**src/rtl/hack_pkg.sv**
```systemverilog
// Shared Hack-16 datapath definitions: word width, default register-file depth
// and the live-bank operation encoding used by the register file.
package hack_pkg;

    localparam int WORD_W        = 16;
    localparam int REGFILE_DEPTH = 8;

    // Live-bank update selected at each edge, highest priority first: CLEAR, RESTORE, WRITE
    typedef enum logic [1:0] {
        NONE    = 2'd0,
        WRITE   = 2'd1,
        CLEAR   = 2'd2,
        RESTORE = 2'd3
    } regfile_op_e;

endpackage

```
**src/rtl/reg_cell.sv**
```systemverilog
// One WIDTH-bit storage word with load enable and async active-high reset.
// Next-value selection is done by the parent.
module reg_cell #(
    parameter int WIDTH = 16
) (
    input  logic             clk,
    input  logic             rst,
    input  logic             en,
    input  logic [WIDTH-1:0] d,
    output logic [WIDTH-1:0] q
);

    always_ff @(posedge clk or posedge rst) begin
        if (rst)     q <= '0;
        else if (en) q <= d;
    end

endmodule

```
**src/rtl/register_file.sv**
```systemverilog
// DEPTH-entry register bank with one write port, two combinational read ports,
// optional write forwarding, single-cycle clear and a shadow bank for save/restore/swap.
module register_file
    import hack_pkg::*;
#(
    parameter  int WIDTH  = WORD_W,
    parameter  int DEPTH  = REGFILE_DEPTH,
    parameter  bit BYPASS = 1'b1,
    localparam int AW     = $clog2(DEPTH)
) (
    input  logic             clk,
    input  logic             rst,
    input  logic             load,
    input  logic [AW-1:0]    waddr,
    input  logic [WIDTH-1:0] wdata,
    input  logic [AW-1:0]    raddr_a,
    output logic [WIDTH-1:0] rdata_a,
    input  logic [AW-1:0]    raddr_b,
    output logic [WIDTH-1:0] rdata_b,
    input  logic             clr,
    input  logic             save,
    input  logic             restore,
    output logic             shadow_valid
);

    localparam int            AW1     = AW + 1;
    localparam logic [AW:0]   DEPTH_W = AW1'(DEPTH);

    logic [WIDTH-1:0] live_q   [DEPTH];
    logic [WIDTH-1:0] shadow_q [DEPTH];
    regfile_op_e      op;
    logic             waddr_ok;

    assign waddr_ok = ({1'b0, waddr} < DEPTH_W);

    always_comb begin
        op = NONE;
        if (clr)                          op = CLEAR;
        else if (restore && shadow_valid) op = RESTORE;
        else if (load && waddr_ok)        op = WRITE;
    end

    // Shadow always samples the pre-edge live value, so save+restore is a swap
    for (genvar i = 0; i < DEPTH; i++) begin : g_entry
        logic             live_en;
        logic [WIDTH-1:0] live_d;

        assign live_en = (op == CLEAR) || (op == RESTORE) ||
                         ((op == WRITE) && (waddr == AW'(i)));
        assign live_d  = (op == CLEAR)   ? '0 :
                         (op == RESTORE) ? shadow_q[i] : wdata;

        reg_cell #(.WIDTH(WIDTH)) u_live (
            .clk (clk),
            .rst (rst),
            .en  (live_en),
            .d   (live_d),
            .q   (live_q[i])
        );

        reg_cell #(.WIDTH(WIDTH)) u_shadow (
            .clk (clk),
            .rst (rst),
            .en  (save),
            .d   (live_q[i]),
            .q   (shadow_q[i])
        );
    end

    always_ff @(posedge clk or posedge rst) begin
        if (rst)       shadow_valid <= 1'b0;
        else if (save) shadow_valid <= 1'b1;
    end

    // Out-of-range reads return zero; a forward requires a committing in-range write
    logic [AW-1:0]    raddr [2];
    logic [WIDTH-1:0] rdata [2];

    assign raddr[0] = raddr_a;
    assign raddr[1] = raddr_b;

    for (genvar p = 0; p < 2; p++) begin : g_rd
        logic in_range;
        logic fwd;

        assign in_range = ({1'b0, raddr[p]} < DEPTH_W);
        assign fwd      = BYPASS && (op == WRITE) && (raddr[p] == waddr);
        assign rdata[p] = fwd      ? wdata :
                          in_range ? live_q[raddr[p]] : '0;
    end

    assign rdata_a = rdata[0];
    assign rdata_b = rdata[1];

endmodule

```
**config.mk**
```make
export PLATFORM = sky130hd
export DESIGN_NAME = register_file
export DESIGN_NICKNAME = d
export VERILOG_FILES = /design/src/rtl/hack_pkg.sv /design/src/rtl/reg_cell.sv /design/src/rtl/register_file.sv
export SDC_FILE = /design/constraint.sdc
export NUM_CORES = 1
export LEC_CHECK = 0
export BUFFER_PORTS_ARGS = -buffer_cell sky130_fd_sc_hd__buf_2
export CORE_AREA = 2 2 233 143
export CTS_BUF_LIST = sky130_fd_sc_hd__clkbuf_2 sky130_fd_sc_hd__clkbuf_4 sky130_fd_sc_hd__clkbuf_8
export CTS_CLUSTER_SIZE = 28
export DETAILED_ROUTE_END_ITERATION = 16
export DIE_AREA = 0 0 235 145
export GPL_TIMING_DRIVEN = 1
export PLACE_DENSITY = 0.67
export SLEW_MARGIN = 20
export SYNTH_ARGS = -nofsm -noshare
export SYNTH_HDL_FRONTEND = slang
export SYNTH_SLANG_ARGS = --single-unit
```
**constraint.sdc**
```tcl
create_clock -name clk -period 8.39 [get_ports clk]
set_input_delay 1.2585 -clock clk [delete_from_list [all_inputs] [get_ports clk]]
set_output_delay 1.2585 -clock clk [all_outputs]
set_load 0.005 [all_outputs]
```
==> results.md, run 1 <==
- Setup Fix Bufs, Post-CTS: 0
- Row count: 51
- Comb power frac: 14.8%
- ANT nets after route: 0
- Endpoints failing setup: 0
- Die extent in x: 235 um
- CTS Sinks: 257
- Actual slew at the worst max-slew pin: 1.132 ns
- Core ar.: 31,970 um2
- Startpoint Class: primary input
- Area Growth Syn to Fin: 10.96%
- Setup Skew: 0.01616 ns
- Starting Density: 39.43%
- Aggregate routed wire length: 34.46 mm
- Vias in the first global route: 8,683
- 1st-iter DRT viols: 783
- Synth Area in Simple Gates: 5.728%
- Top cell type's share of synthesized area: 51.02%
- Clk slew on worst S/H paths: 0.06 ns
- I/O Buffers: 63
- Max Clk Rate: 0.1920 GHz
- Fillers: 2,864
- Hold Path Class: reg2reg
- Arrival @ worst endpoint: 3.95 ns
- Syn_nets: 1,074
- Max cap viols: 0
- Setup TNS: 0 ns
- # IOs: 64
- Commonest non-fill, non-tap cell in the layout: dfrtp_1
- Clock latency on the worst-skew pair: 0.55 ns
- Max Root-Sink Buffers: 3
- Compound-Gate Fraction of Synth Area: 10.84%
- Via count: 8,783
- Cell taking the most area after synthesis: dfrtp_1
- Status: finished, final reports clean
- Grt ovf: 0
- Top cells by area, synth: dfrtp_1, mux2_2, mux4_2
- WS Path Type: in2out
- GPL Wtd Cong: 0.7768
- Fraction of layout cells with a size suffix above 1: 38.05%
- Final #Nets: 1,096
- Initial antenna violation count: 2
- Cts-stage hold buffer count: 0
- Multiplexer area fraction after synthesis: 28.59%
- Post-Syn Area: 12,600 um2
- XOR/XNOR share of the synthesized area: 0.4169%
- H-tree levels: 2
- Pre-Repair DR Iteration Count: 5
- Num CTS Buffers: 37
- Switch share: 27.57%
- Data required, critical path: 7.13 ns
- Pint: 2.133 mW
- RSZ-0062 raised after global routing: false
- Fraction of the cycle the final worst path needs: 62.07%
- Sequential Power Share: 49.2%
- Residual DRC count: 0
- Min Hold Slack: 0.5090 ns
- Slew Limit Fails: 0
- Commonest cells after routing, fill and taps aside: dfrtp_1, mux2_2, a21oi_1, nand2_1, o21ai_0
- Min cycle time layout: 5.208 ns
- Die ar.: 34,080 um2
- TritonCTS clock tree: done
- Half-perimeter wire length after placement: 19.97 mm
- Crit. End Element: output port
- Slew HR: 24.53%
- Final hold vios: 0
- Switching power: 0.8117 mW
- Largest net degree at the start of global routing: 145
- Maximum vdd drop: 93.29 uV
- Clock root buffer: clkbuf_8
- Ys Warns: 0
- Die Height: 145 um
- Leakage: 6.128 nW
- CP delay by family, top: buffers and inverters
- Adder-Cell Fraction of Synth Area: 0%
- Synth Register Bits: 257
- First-pass GRT wire length: 53.17 mm
- CP max-delay cell: nor4_4
- CTS resizes: 0
- Final Total Pwr: 2.944 mW
- Slowest Stage Delay on Critical Path: 0.72 ns
- GRT Util Overall: 20.23%
- Yosys cell types: 25
- Via/cell ratio: 5.805
- Seq/Total Area, Yosys: 51.02%
- Cell Chain, Critical Path: buf_2 -> buf_4 -> xor2_1 -> nor4_4 -> buf_4 -> mux2_2 -> buf_2
- Largest family of logic cells by synthesized area: multiplexers
- Syn Area/Cell: 12.08 um2
- Power Dens Cells: 210.5 nW/um2
- Cell count after synthesis: 1,043
- Worst Path Buf+Inv: 4
- Wire per inst: 22.77 um
- Part of the power in the clock network: 36.0%
- Crit Path Max Fanout: 20
worst reg2reg max path, delay by kind of cell (launching register included):
kind               cells  cell delay, ns
and+or+nand+nor        1            0.87
DFF                    1            0.42
AOI/OAI and AO/OA      3            1.34
routing by layer:
layer  part of all wire [%]  global-route usage [%]
met1                     46                   30.46
met2                     44                   29.79
met3                    8.3                   4.110
met4                    1.9                   5.190
met5                      0                       0
stage by stage:
stage | area, um2 | setup slack [ns] | std cells | utilization [%]
3_3_place_gp | 13210 | 3.203 | 1450 | 41.32
5_1_grt | 13990 | 3.015 | 1513 | 43.75
3_5_place_dp | 13210 | 3.146 | 1450 | 41.32
6_report | 13990 | 3.182 | 1513 | 43.75
4_1_cts | 13980 | 3.141 | 1512 | 43.73
2_1_floorplan | 12600 | 0.06141 | 1043 | -
flip-flops by register name (all words and copies together) (netlist names):
register,cells
g_entry.u_live.q,128
g_entry.u_shadow.q,128
shadow_valid,1
Yosys cell counts, drive strengths merged:
cell type	n
a21o	1
a21oi	132
a31oi	4
a41oi	1
and3b	1
buf	41
clkbuf	55
dfrtp	257
inv	1
mux2	192
mux4	64
nand2	129
nor2	1
nor2b	19
nor4	2
o21ai	128
or2	9
xor2	6
power groups by stage:
stage / clock network, mW / registers (mW) / logic (mW)
3_3_place_gp: 0 / 1.46 / 0.425
5_1_grt: 1.13 / 1.46 / 0.472
6_report: 1.06 / 1.45 / 0.435
3_5_place_dp: 0 / 1.47 / 0.437
4_1_cts: 1.07 / 1.45 / 0.438
2_1_floorplan: 0 / 1.44 / 0.318
cell families (layout without fill, tap and decap cells):
group / Yosys count / after routing
AO/OA/AOI/OAI: 266 / 266
XOR/XNOR: 6 / 6
buffers and inverters: 97 / 142
flip-flops: 257 / 257
multiplexers: 256 / 256
other: 0 / 1
AND/OR/NAND/NOR: 161 / 161
path summary, 6_finish.rpt:
path,startpoint,to,slack (ns),cells after the start
min in group asynchronous,rst,g_entry[2].u_shadow.q[5],0.80,2
max,raddr_b[0],rdata_b[14],3.18,7
max reg2reg,shadow_valid,g_entry[3].u_live.q[11],5.58,4
min,g_entry[2].u_shadow.q[8],g_entry[2].u_shadow.q[8],0.51,1
max in group asynchronous,rst,g_entry[1].u_shadow.q[15],6.01,3
min reg2reg,g_entry[2].u_shadow.q[8],g_entry[2].u_shadow.q[8],0.51,1
layout make-up:
cell class | instances | area (um2) | share of cell area [%]
multi-input combinational | 689 | 5786 | 41.37
sequential | 257 | 6431 | 45.98
clock buffer | 58 | 748.2 | 5.350
tap | 424 | 530.5 | 3.793
antenna | 1 | 2.502 | 0.01789
clock inverter | 4 | 22.52 | 0.1610
inverter | 1 | 11.26 | 0.08052
timing repair buffer | 79 | 454.2 | 3.247
Note: power is estimated with default switching activity, not from simulation.
==> run 2: changes to the inputs <==
--- a/config.mk
+++ b/config.mk
@@ -5,14 +5,15 @@
 export SDC_FILE = /design/constraint.sdc
 export NUM_CORES = 1
 export LEC_CHECK = 0
+export ABC_AREA = 1
 export BUFFER_PORTS_ARGS = -buffer_cell sky130_fd_sc_hd__buf_2
-export CORE_AREA = 2 2 233 143
+export CORE_AREA = 2 2 245 150
 export CTS_BUF_LIST = sky130_fd_sc_hd__clkbuf_2 sky130_fd_sc_hd__clkbuf_4 sky130_fd_sc_hd__clkbuf_8
 export CTS_CLUSTER_SIZE = 28
 export DETAILED_ROUTE_END_ITERATION = 16
-export DIE_AREA = 0 0 235 145
+export DIE_AREA = 0 0 247 152
 export GPL_TIMING_DRIVEN = 1
-export PLACE_DENSITY = 0.67
+export PLACE_DENSITY = 0.65
 export SLEW_MARGIN = 20
 export SYNTH_ARGS = -nofsm -noshare
 export SYNTH_HDL_FRONTEND = slang
==> constraint.sdc (replaced) <==
create_clock -name clk -period 5.4 [get_ports clk]
set_input_delay 0.81 -clock clk [delete_from_list [all_inputs] [get_ports clk]]
set_output_delay 0.81 -clock clk [all_outputs]
set_load 0.005 [all_outputs]
==> run 2 against run 1 <==
Count of clock-buffer cells in the layout rose by 7. Utilization fell by 0.79 points. Cell area increased by 9.4%. Flip-flop and latch count did not move. Area after synthesis is 11% higher. Total power increased by 63%. Via count is 50% higher. Synthesized cell count grew 83%. Critical path depth rose by 1. Die area up 10%. Sequential power up 50%. Largest power group unchanged.
==> results.md, run 2 <==
- Status: finished, final reports clean
- Clk slew on worst S/H paths: 0.07 ns (about the same)
- Hold Path Class: in2async
- Slew HR: 33.80% (+9.3 points)
- Synth Register Bits: 257 (unchanged)
- Min Hold Slack: 0.3443 ns (-0.1647 ns)
- ANT nets after route: 0 (unchanged)
- Min cycle time layout: 4.006 ns
- Final #Nets: 1,931 (+76%)
- Via/cell ratio: 5.472 (-5.7%)
- Post-Syn Area: 13,980 um2 (+11%)
- Slew Limit Fails: 0 (unchanged)
- Half-perimeter wire length after placement: 27.48 mm (+38%)
- Top cell type's share of synthesized area: 46.00% (-5.0 points)
- R2R Path Start: shadow_valid
- GPL Wtd Cong: 0.8787 (+13%)
- Arrival @ worst endpoint: 3.20 ns (-0.75 ns)
- Crit Path Max Fanout: 53 (+170%)
- Final hold vios: 0 (unchanged)
- Worst R2R Setup Slack: 3.01 ns (-2.57 ns)
- Aggregate routed wire length: 44.39 mm (+29%)
- Cell count after synthesis: 1,910 (+83%)
- 1st-iter DRT viols: 1,520 (+94%)
- Fraction of the cycle the final worst path needs: 74.18%
- Max cap viols: 0 (unchanged)
- R2R depth: 6 (+2)
- Setup Fix Bufs, Post-CTS: 0 (unchanged)
- Fraction of layout cells with a size suffix above 1: 10.42% (-28 points)
- Vias in the first global route: 12,161 (+40%)
- Max Root-Sink Buffers: 3 (unchanged)
- First-pass GRT wire length: 70.29 mm (+32%)
- Row count: 54 (+5.9%)
- Yosys cell types: 24 (-4.0%)
- Wire per inst: 18.46 um (-19%)
- Maximum vdd drop: 164.3 uV (+76%)
- Power Dens Cells: 314.2 nW/um2 (+49%)
- Data required, critical path: 4.59 ns (-2.54 ns)
- Top cells by area, synth: dfrtp_1, o21ai_0, nand2_1
- Via count: 13,159 (+50%)
- Die extent in x: 247 um (+5.1%)
- Crit. End Element: output port
- Cell Chain, Critical Path: buf_2 -> inv_4 -> nand2_1 -> nor2_4 -> nand3_4 -> nand3_1 -> nand2_1 -> buf_2
- Die ar.: 37,540 um2 (+10%)
- Antenna diodes: 0 (-1)
- Cts-stage hold buffer count: 0 (unchanged)
- Leakage: 7.360 nW (+20%)
- Grt ovf: 0 (unchanged)
- Reg area: 6431 um2 (unchanged)
- RR Endpoint: g_entry[4].u_live.q[8]
- Actual slew at the worst max-slew pin: 0.9930 ns (-0.1391 ns)
- Largest registers: g_entry.u_live.q x128, g_entry.u_shadow.q x128, shadow_valid x1
- Die Height: 152 um (+4.8%)
- WS Path Type: in2out
- Core ar.: 35,610 um2 (+11%)
- Clock latency on the worst-skew pair: 0.57 ns (+0.02 ns)
- Largest net degree at the start of global routing: 166 (+14%)
- Cell taking the most area after synthesis: dfrtp_1
- Area Growth Syn to Fin: 9.406%
- CTS Sinks: 257 (unchanged)
- Area occupied by multi-input gates: 5886 um2 (+1.7%)
- TritonCTS clock tree: done
- Syn_nets: 1,941 (+81%)
- Syn Area/Cell: 7.320 um2 (-39%)
- Slowest Stage Delay on Critical Path: 0.71 ns (about the same)
- Post-DP Area: 14,440 um2 (+9.3%)
- Clock root buffer: clkbuf_8
- Num CTS Buffers: 41 (+11%)
- Pre-Repair DR Iteration Count: 6 (+1)
- RSZ-0062 raised after global routing: false
- Residual DRC count: 0 (unchanged)
- Commonest non-fill, non-tap cell in the layout: nand2_1
- Starting Density: 39.26% (-0.16 points)
- CTS resizes: 0 (unchanged)
- Commonest cells after routing, fill and taps aside: nand2_1, o21ai_0, nand3_1
- EDFF count, synth: 0 (unchanged)
- Synth top cells by count: nand2_1, o21ai_0, nand3_1
- H-tree levels: 2 (unchanged)
- Setup Skew: 0.02305 ns (+0.006887 ns)
- Most instantiated library cell after synthesis: nand2_1
- Fillers: 3,537 (+23%)
- Fin area: 15,300 um2 (+9.4%)
- Seq/Total Area, Yosys: 46.00% (-5.0 points)
- Main flop type after synthesis: dfrtp_1
- Initial antenna violation count: 0 (-2)
- I/O Buffers: 63 (unchanged)
- Max Clk Rate: 0.2496 GHz
- Async SR Flop Fraction: 100.0% (unchanged)
- # IOs: 64 (unchanged)
- Setup TNS: 0 ns (unchanged)
- Startpoint Class: primary input
- Endpoints failing setup: 0 (unchanged)
- CP max-delay cell: nor2_4
- Ys Warns: 0 (unchanged)
- GRT Util Overall: 23.80% (+3.6 points)
[run 2: changes by cell type after synthesis, sizes merged, moves of 8 or more]
cell | before | now
nand3 | 0 | 354
nand2 | 129 | 464
inv | 1 | 270
o21ai | 128 | 385
mux2 | 192 | 0
a21oi | 132 | 0
mux4 | 64 | 0
buf | 41 | 91
nand4 | 0 | 32
nor2b | 19 | 0
clkbuf | 55 | 47
or2 | 9 | 1
[run 2: final cells by class]
type / count / share of cell area (%)
clock inverters: 7 / 0.2536
well taps: 476 / 3.894
repair buffers: 85 / 3.346
inverters: 270 / 6.667
multi-input cells: 1245 / 38.48
flip-flops and latches: 257 / 42.05
clock buffers: 65 / 5.317
[run 2: metrics by stage]
stage	std cells	total power, mW	utilization (%)	setup slack (ns)
after floorplan	1910	2.776	-	1.204
after global placement	2333	3.030	40.57	1.455
after detailed placement	2333	3.053	40.57	1.402
after CTS	2405	4.831	42.96	1.408
after global routing	2405	5.055	42.96	1.255
final	2405	4.807	42.96	1.394
[run 2: metal layers]
metal	GRT usage (%)	wire length (um)
met4	9.466	1635
met2	32.83	18450
met5	0	0
met1	35.66	20220
met3	5.511	4086
[run 2: kinds of logic (layout without fill, tap and decap cells)]
| kind of cell | after synthesis | after routing | synth area share (%) |
|---|---|---|---|
| XOR/XNOR | 2 | 2 | 0.2327 |
| AND/OR/NAND/NOR | 858 | 858 | 27.98 |
| buffers and inverters | 408 | 427 | 11.97 |
| AO/OA/AOI/OAI | 385 | 385 | 13.81 |
| flip-flops | 257 | 257 | 46.00 |
[run 2: power by group]
| part | internal, mW | total, mW | switching (mW) |
|---|---|---|---|
| Sequential | 2.10 | 2.17 | 0.0672 |
| Combinational | 0.240 | 0.860 | 0.620 |
| Clock | 0.956 | 1.78 | 0.819 |
| Total | 3.30 | 4.81 | 1.51 |
[run 2: worst max-delay path, delay by kind of cell]
| kind | cells | cell delay (ns) |
|---|---|---|
| buffers and inverters | 3 | 0.68 |
| AND/OR/NAND/NOR | 5 | 1.68 |
[run 2: how the worst max path moves through the flow]
stage,startpoint,end,depth (start not counted),slack [ns]
2_1_floorplan,rst,g_entry[0].u_live.q[0],1,1.20
3_3_place_gp,clr,rdata_b[15],8,1.45
3_5_place_dp,clr,rdata_b[3],8,1.40
4_1_cts,clr,rdata_b[3],8,1.41
5_1_grt,clr,rdata_b[4],8,1.26
6_report,clr,rdata_b[3],8,1.39
